[src/rtl/data_mem_arbiter.sv]
// data_mem_arbiter: shares one single-port data memory between the core data port (req0)
// and a loader/DMA port (req1). Round-robin ownership with a bounded burst so a continuously
// requesting owner hands over after MAX_BURST accepts when the other side is waiting.
// Grants and memory controls are combinational from the registered owner state; ack and read
// data are registered one cycle after each accepted transfer.
module data_mem_arbiter #(
   parameter int unsigned DATA_WIDTH = 32,
   parameter int unsigned ADDR_WIDTH = 32,
   parameter int unsigned MAX_BURST  = 4
) (
   input  logic                  clk,
   input  logic                  reset,
   input  logic                  req0,
   input  logic                  we0,
   input  logic [ADDR_WIDTH-1:0] addr0,
   input  logic [DATA_WIDTH-1:0] wdata0,
   input  logic                  req1,
   input  logic                  we1,
   input  logic [ADDR_WIDTH-1:0] addr1,
   input  logic [DATA_WIDTH-1:0] wdata1,
   output logic                  gnt0,
   output logic                  gnt1,
   output logic                  ack0,
   output logic                  ack1,
   output logic [DATA_WIDTH-1:0] rdata0,
   output logic [DATA_WIDTH-1:0] rdata1,
   output logic [ADDR_WIDTH-1:0] mem_addr,
   output logic [DATA_WIDTH-1:0] mem_wdata,
   output logic                  mem_we,
   input  logic [DATA_WIDTH-1:0] mem_rdata
);

   // Burst counter needs at least one bit even when MAX_BURST is 1.
   localparam int unsigned BCNT_W = (MAX_BURST > 1) ? $clog2(MAX_BURST) : 1;
   localparam logic [BCNT_W-1:0] BCNT_MAX = BCNT_W'(MAX_BURST - 1);

   localparam logic [1:0] ST_IDLE = 2'd0;
   localparam logic [1:0] ST_OWN0 = 2'd1;
   localparam logic [1:0] ST_OWN1 = 2'd2;

   logic [1:0]            state_q, state_d;
   logic                  last_q, last_d;
   logic [BCNT_W-1:0]     bcnt_q, bcnt_d;
   logic                  ack0_q, ack0_d;
   logic                  ack1_q, ack1_d;
   logic [DATA_WIDTH-1:0] rdata0_q, rdata0_d;
   logic [DATA_WIDTH-1:0] rdata1_q, rdata1_d;

   // Ownership FSM: tie-break on last owner, hand over when burst limit hit under contention.
   always_comb begin
      state_d = state_q;
      last_d  = last_q;
      bcnt_d  = bcnt_q;
      case (state_q)
         ST_IDLE: begin
            bcnt_d = '0;
            if (req0 && req1) begin
               state_d = last_q ? ST_OWN0 : ST_OWN1;
            end else if (req0) begin
               state_d = ST_OWN0;
            end else if (req1) begin
               state_d = ST_OWN1;
            end
         end
         ST_OWN0: begin
            if (!req0) begin
               state_d = req1 ? ST_OWN1 : ST_IDLE;
               bcnt_d  = '0;
               last_d  = 1'b0;
            end else if (!req1) begin
               if (bcnt_q != BCNT_MAX) bcnt_d = bcnt_q + 1'b1;
            end else if (bcnt_q == BCNT_MAX) begin
               state_d = ST_OWN1;
               bcnt_d  = '0;
               last_d  = 1'b0;
            end else begin
               bcnt_d = bcnt_q + 1'b1;
            end
         end
         ST_OWN1: begin
            if (!req1) begin
               state_d = req0 ? ST_OWN0 : ST_IDLE;
               bcnt_d  = '0;
               last_d  = 1'b1;
            end else if (!req0) begin
               if (bcnt_q != BCNT_MAX) bcnt_d = bcnt_q + 1'b1;
            end else if (bcnt_q == BCNT_MAX) begin
               state_d = ST_OWN0;
               bcnt_d  = '0;
               last_d  = 1'b1;
            end else begin
               bcnt_d = bcnt_q + 1'b1;
            end
         end
         default: begin
            state_d = ST_IDLE;
            bcnt_d  = '0;
         end
      endcase
   end

   // Grants and memory-side mux; a write strobe needs a grant and is suppressed under reset.
   always_comb begin
      gnt0      = (state_q == ST_OWN0) && req0;
      gnt1      = (state_q == ST_OWN1) && req1;
      mem_addr  = '0;
      mem_wdata = '0;
      mem_we    = 1'b0;
      case (state_q)
         ST_OWN0: begin
            mem_addr  = addr0;
            mem_wdata = wdata0;
            mem_we    = req0 && we0 && !reset;
         end
         ST_OWN1: begin
            mem_addr  = addr1;
            mem_wdata = wdata1;
            mem_we    = req1 && we1 && !reset;
         end
         default: ;
      endcase
   end

   // Response path: ack one cycle after accept, read data captured only on accepted reads.
   always_comb begin
      ack0_d   = gnt0;
      ack1_d   = gnt1;
      rdata0_d = (gnt0 && !we0) ? mem_rdata : rdata0_q;
      rdata1_d = (gnt1 && !we1) ? mem_rdata : rdata1_q;
   end

   // State and response registers with synchronous reset.
   always_ff @(posedge clk) begin
      if (reset) begin
         state_q  <= ST_IDLE;
         last_q   <= 1'b1;
         bcnt_q   <= '0;
         ack0_q   <= 1'b0;
         ack1_q   <= 1'b0;
         rdata0_q <= '0;
         rdata1_q <= '0;
      end else begin
         state_q  <= state_d;
         last_q   <= last_d;
         bcnt_q   <= bcnt_d;
         ack0_q   <= ack0_d;
         ack1_q   <= ack1_d;
         rdata0_q <= rdata0_d;
         rdata1_q <= rdata1_d;
      end
   end

   assign ack0   = ack0_q;
   assign ack1   = ack1_q;
   assign rdata0 = rdata0_q;
   assign rdata1 = rdata1_q;

endmodule

[config.mk]
export PLATFORM = sky130hd
export DESIGN_NAME = data_mem_arbiter
export DESIGN_NICKNAME = d
export VERILOG_FILES = /design/src/rtl/data_mem_arbiter.sv
export SDC_FILE = /design/constraint.sdc
export NUM_CORES = 1
export LEC_CHECK = 0
export ABC_AREA = 1
export BUFFER_PORTS_ARGS = -buffer_cell sky130_fd_sc_hd__buf_2
export CORE_AREA = 2 2 115 117
export DETAILED_ROUTE_END_ITERATION = 8
export DIE_AREA = 0 0 117 119
export GPL_ROUTABILITY_DRIVEN = 1
export PLACE_DENSITY = 0.71
export SYNTH_ARGS = -nofsm -noshare
export SYNTH_HDL_FRONTEND = slang
export SYNTH_SLANG_ARGS = --single-unit
[constraint.sdc]
create_clock -name clk -period 1.75 [get_ports clk]
set_input_delay 0.35 -clock clk [delete_from_list [all_inputs] [get_ports clk]]
set_output_delay 0.35 -clock clk [all_outputs]
set_load 0.02 [all_outputs]
==> metrics.yaml, run 1 <==
status: "finished with violations"
violations: "negative setup slack"
yosysSeqAreaShare: 0.3949
gp_congestion: 0.7523
fin_crit_sh: 1.182
power_density_nw_per_um2: 1580
synth-seq-cells: 71
drive_gt1_frac: 0.5331
post-place-ws_ps: 31.49
cts.clk_slew.worst_paths_ps: 60
worstPathMaxFanout: 8
syn-num-nets: 739
peakVddDrop_mv: 0.7458
dieArea_um2: 13920
area_growth_pct: 91.17
worstMarginPinSlew_ps: 242.3
hold_violations: 0
cp.arrival_ps: 1720
finalMaxSlewViolations: 0
max_freq_mhz: 483.5
setup_viol: 67
reg2reg_from: "state_q[1]"
vias: 5040
reg2reg_depth: 9
fin_cells: 1054
cts_root_buf: "clkbuf_16"
wire_per_inst_um: 16.12
grt.total_usage: 0.2021
crit_chain: "buf_6, ha_4, buf_12, buf_16, nand2_1, a21oi_2, buf_4"
p_leak_nw: 3.386
antenna_found_initial: 2
dr.pass1.iters: 5
relSlewSlack: 0.8384
syn-instance-count: 566
cts.sinks: 71
ant_nets: 0
crit_path_end: "mem_wdata[5]"
dp_cells: 1015
setup_ws_ps: -318.4
cts_hold_buf: 0
criticalPathCategory: "register to primary output"
placementRows: 42
worstReg2RegEnd: "last_q"
cp-startpoint: "state_q[1]"
wl_um: 16990
overflow: 0
start_util: 0.2796
final.min_clock_period_ps: 2068
cts_made_buffers: 9
ys_types: 20
cts_tree: "built"
critPathCaptureType: "primary output"
die-height_um: 119
ff2ff_setup_slack_ps: 120
clock_path_buffers: 2
skew_ps: 6.338
max-cap-violations: 0
die_w_um: 117
h-tree-depth: 3
dp_hpwl_um: 9716
syn_avg_cell_area_um2: 6.360
synth_area_um2: 3600
max_stage_delay_ps: 360
min_path_type: "input port to register"
core_area_um2: 12870
clk_latency_ps: 330
portBuffers: 298
cp.required_ps: 1400
drt_drc_violations_left: 0
avgViaCountPerCell: 4.782
grt_max_degree: 65
n_fill_cell: 1177
fin_setup_tns_ps: -12960
grt_pass1_wl_um: 22160
grt_pass1_vias: 4680
cpMaxStageDelayCell: "dfxtp_4"
io_pins: 299
final_nets: 1044
critPathLaunchType: "register"
drtIter0Drc: 236
yosys_warnings: 0
rsz0062_at_grt: "true"
[metrics by stage]
step / hold slack (ps) / power, mW / instance area [um^2] / util
floorplan: 419.1 / 4.689 / 3709 / -
global placement: 456.8 / 6.117 / 5444 / 0.4228
detailed placement: 454.2 / 6.131 / 5444 / 0.4228
CTS: 242.5 / 9.929 / 6375 / 0.4951
global route: 258.5 / 11.38 / 6877 / 0.5341
finish: 250.9 / 10.88 / 6882 / 0.5345
[metal layers]
layer,vias up,global-route usage,part of all wire
li1,2425,-,-
met1,2300,0.2127,0.38
met2,267,0.3689,0.49
met3,48,0.07176,0.11
met4,0,0.06397,0.022
met5,-,0,0
[placed cells by master, fill, tap and decap left out, types with 2 or more instances in the layout]
cell type  Yosys  final
a21oi_1       70     12
a21oi_2        0     56
a21oi_4        0      2
buf_12         0     11
buf_16         0      8
buf_2         25    232
buf_4          1     42
buf_6          0     38
bufinv_16      0      2
clkbuf_16      0     12
dfxtp_1       71     69
dfxtp_4        0      2
diode_2        0      2
ha_1           7      4
ha_4           0      3
inv_1         15     12
inv_4          0      3
nand2_1      143    101
nand2_2        1     30
nand2_4        1     13
nand3_1        6      6
nor2_1       135    134
nor2_4         1      2
o21ai_0       63     63
o21ai_1        6      6
[flip-flops by register name, summed over array words and instances (netlist names)]
| register | count |
|---|---|
| ack0 | 1 |
| ack1 | 1 |
| bcnt_q | 2 |
| last_q | 1 |
| rdata0 | 32 |
| rdata1 | 32 |
| state_q | 2 |
[Yosys cell counts]
master | instances | area share
a21oi_1 | 70 | 0.097
a22oi_1 | 1 | 0.0021
buf_2 | 25 | 0.035
buf_4 | 1 | 0.0021
clkbuf_1 | 15 | 0.016
dfxtp_1 | 71 | 0.39
ha_1 | 7 | 0.024
inv_1 | 15 | 0.016
inv_2 | 2 | 0.0021
nand2_1 | 143 | 0.15
nand2_2 | 1 | 0.0017
nand2_4 | 1 | 0.0031
nand3_1 | 6 | 0.0083
nand4_1 | 1 | 0.0017
nor2_1 | 135 | 0.14
nor2_4 | 1 | 0.0031
nor2_8 | 1 | 0.0056
o21ai_0 | 63 | 0.088
o21ai_1 | 6 | 0.0083
or2_2 | 1 | 0.0017
[kinds of logic (layout without fill, tap and decap cells)]
| kind of cell | after synthesis | after routing | synth area share |
|---|---|---|---|
| AOI/OAI and AO/OA | 140 | 140 | 0.1953 |
| adders and majority gates | 7 | 7 | 0.02433 |
| buffers and inverters | 58 | 368 | 0.07021 |
| DFF | 71 | 71 | 0.3949 |
| other | 0 | 2 | 0 |
| and+or+nand+nor | 290 | 290 | 0.3153 |
[repair_timing]
| item | 4_1_cts | 5_1_grt |
|---|---|---|
| setup endpoints to repair | 66 | 89 |
| gates resized for setup | 92 | 133 |
| pin swaps | 7 | 28 |
| gates cloned | 9 | 4 |
| setup buffers | 9 | 2 |
| endpoints found under the hold margin | 0 | 0 |
[power by group]
group / internal, mW / switching [mW] / total, mW
Combinational: 3.04 / 3.90 / 6.94
Clock: 1.29 / 0.691 / 1.98
Sequential: 1.85 / 0.115 / 1.96
Total: 6.17 / 4.70 / 10.9
[worst max-delay path, delay by kind of cell (launching register included)]
kind / cells / cell delay (ps)
DFF: 1 / 360
AOI/OAI and AO/OA: 1 / 140
buffers and inverters: 4 / 560
and+or+nand+nor: 1 / 70
adders and majority gates: 1 / 240
[final cells by class]
cell class,count,area [um^2],area share
clock inverters,5,81.33,0.01182
clock buffers,11,242.7,0.03527
flip-flops and latches,71,1429,0.2076
well taps,176,220.2,0.03200
diodes,2,5.005,0.0007273
repair buffers,335,2435,0.3538
multi-input cells,437,2390,0.3473
inverters,17,78.83,0.01145
[worst min path at each step]
stage                        startpoint         end  slack, ps  depth (start not counted)
final                     mem_rdata[13]  rdata0[13]        250                          3
after global routing      mem_rdata[12]  rdata0[12]        260                          3
after CTS                         reset  state_q[0]        240                          2
after detailed placement         last_q      last_q        450                          2
after global placement           last_q      last_q        460                          2
after floorplan                   reset  state_q[0]        420                          1
(Power assumes the default switching activity.)
==> inputs of run 2 (changes only) <==
- ABC_AREA: 1 -> not set
- PLACE_DENSITY: 0.71 -> 0.72
==> metrics.yaml, run 2 <==
p_seq_frac: 0.195
synth-seq-cells: 71
final.min_clock_period_ps: 1985
status: "finished with violations"
worstHoldStart: "mem_rdata[25]"
post-route-util: 0.5283
rsz0062_at_grt: "true"
worstReg2RegEnd: "rdata1[28]"
ys_types: 32
holdPathStages: 3
yosysSeqAreaShare: 0.3835
dieArea_um2: 13920
synth_edf_count: 0
cp.arrival_ps: 1640
yosys_warnings: 0
finalMaxSlewViolations: 0
synth-xor-area-share: 0
final_cell_mix: "buf_2 (234), nand2_1 (129), a21oi_1 (71)"
portBuffers: 298
async_reset_ff_frac: 0
drive_gt1_frac: 0.5934
max_freq_mhz: 503.7
layout_commonest_cell: "buf_2"
grt_max_degree: 71
synth_top_area_share: 0.3835
synth_area_um2: 3706
setup_viol: 66
cts_tree: "built"
ys_top_cells_by_area: "dfxtp_1 (38%), nand2_1 (13%), a22oi_1 (13%)"
criticalPathCategory: "register to primary output"
gp_congestion: 0.8705
syn-num-nets: 670
synthSimpleGateAreaFrac: 0.2738
yosys_most_used_dff: "dfxtp_1"
antenna_found_initial: 0
dp_hpwl_um: 9598
wl_um: 15460
cts_made_buffers: 9
grt_pass1_vias: 4376
relSlewSlack: 0.7762
die-height_um: 119
placementRows: 42
final_nets: 960
wire_per_inst_um: 15.95
avgViaCountPerCell: 4.781
p_leak_nw: 2.886
start_util: 0.2879
die_w_um: 117
min_to: "rdata0[25]"
synth_compound_area_frac: 0.2492
p_comb_frac: 0.612
io_pins: 299
vias: 4633
yosys-mux-area-fraction: 0.005739
clock_path_buffers: 2
synth_area_leader_cell: "dfxtp_1"
syn-instance-count: 497
synthAdderAreaFrac: 0.02363
dr.pass1.iters: 4
synthTopCellsByCount: "nand2_1 (131), a21oi_1 (72), dfxtp_1 (71), a22oi_1 (64), nor2b_1 (64)"
p_total_mw: 9.482
fin_setup_tns_ps: -11240
cts_root_buf: "clkbuf_16"
h-tree-depth: 3
min_path_type: "input port to register"
critPathCaptureType: "primary output"
hold_violations: 0
cts.sinks: 71
cts.clk_slew.worst_paths_ps: 60
power_density_nw_per_um2: 1394
max-cap-violations: 0
switching_power_mw: 3.672
syn_avg_cell_area_um2: 7.457
peakVddDrop_mv: 0.7705
cts_hold_buf: 0
synth_most_common_cell: "nand2_1"
worstMarginPinSlew_ps: 335.7
violations: "negative setup slack"
reg2reg_depth: 9
p_int_mw: 5.810
clk_latency_ps: 320
core_area_um2: 12870
drt_drc_violations_left: 0
fin_crit_sh: 1.134
drtIter0Drc: 319
p_sw_frac: 0.3873
grt.total_usage: 0.1947
clock_power_share: 0.193
skew_ps: 3.501
synth_top_family_by_area: "simple AND/OR/NAND/NOR gates"
cp.required_ps: 1400
reg2reg_from: "state_q[0]"
ant_nets: 0
grt_pass1_wl_um: 21660
critPathLaunchType: "register"
overflow: 0
worstPathMaxFanout: 16
ff2ff_setup_slack_ps: 20
area_growth_pct: 83.52
setup_ws_ps: -235.3
run 2: changes by cell type after synthesis, sizes merged, moves of 10 or more:
cell / delta
nor2b: +64
a22oi: +63
nand2: -12
inv: -10
nor2: -133
o21ai: -66
run 2: cell families (layout without fill, tap and decap cells):
logic type | Yosys count | after routing
flops | 71 | 71
mux | 2 | 2
simple gates | 215 | 215
compound gates | 148 | 148
other cells | 0 | 1
fa+ha+maj | 7 | 7
buf+inv | 54 | 349
run 2: worst max-delay path by stage:
stage,endpoint,slack [ps],from,cells after the start
2_1_floorplan,mem_addr[10],-10,state_q[0],5
3_3_place_gp,mem_addr[21],-30,state_q[0],6
3_5_place_dp,mem_addr[21],-40,state_q[0],6
4_1_cts,mem_addr[21],-230,state_q[0],6
5_1_grt,mem_we,-310,state_q[0],7
6_report,mem_addr[28],-240,state_q[0],6
run 2: final cells by class:
type | instances | area (um^2)
Tap cell | 176 | 220.2
Timing Repair Buffer | 326 | 2241
Inverter | 7 | 36.28
Clock buffer | 10 | 239.0
Multi-Input combinational cell | 372 | 2566
Fill cell | 1224 | 6073
Clock inverter | 6 | 67.56
Sequential cell | 71 | 1429
Antenna cell | 1 | 2.502
run 2: through the flow:
step           hold slack (ps)  cells  setup slack, ps  instance area [um^2]
2_1_floorplan            486.0    497           -11.56                  3851
3_3_place_gp             439.0    938           -31.60                  5552
3_5_place_dp             443.5    938           -37.46                  5552
4_1_cts                  262.7    961           -229.5                  6352
5_1_grt                  265.8    968           -312.4                  6799
6_report                 272.7    969           -235.3                  6802
run 2: worst max-delay path: stages (launching register included):
cell and delay (ps):
dfxtp_4 360, inv_4 80, ha_4 240, clkbuf_16 230, a22oi_2 100, nor2b_2 150, buf_6 140
run 2: power groups by stage:
stage	Clock [mW]	Combinational (mW)	Sequential, mW
2_1_floorplan	0	2.66	1.97
3_3_place_gp	0	3.95	1.85
3_5_place_dp	0	3.97	1.86
4_1_cts	1.89	4.96	1.85
5_1_grt	1.98	6.15	1.87
6_report	1.83	5.80	1.85
run 2: repair_timing:
item,4_1_cts,5_1_grt
resized for setup,113,73
gates cloned,3,7
pin swaps,3,5
setup endpoints to repair,67,100
setup buffers,4,1
run 2: layer usage:
layer / GRT usage / routed length (um) / vias to the layer above
li1: - / - / 2274
met4: 0.06765 / 401 / 0
met3: 0.05038 / 981 / 28
met5: 0 / 0 / -
met2: 0.3262 / 7792 / 191
met1: 0.2391 / 6285 / 2140
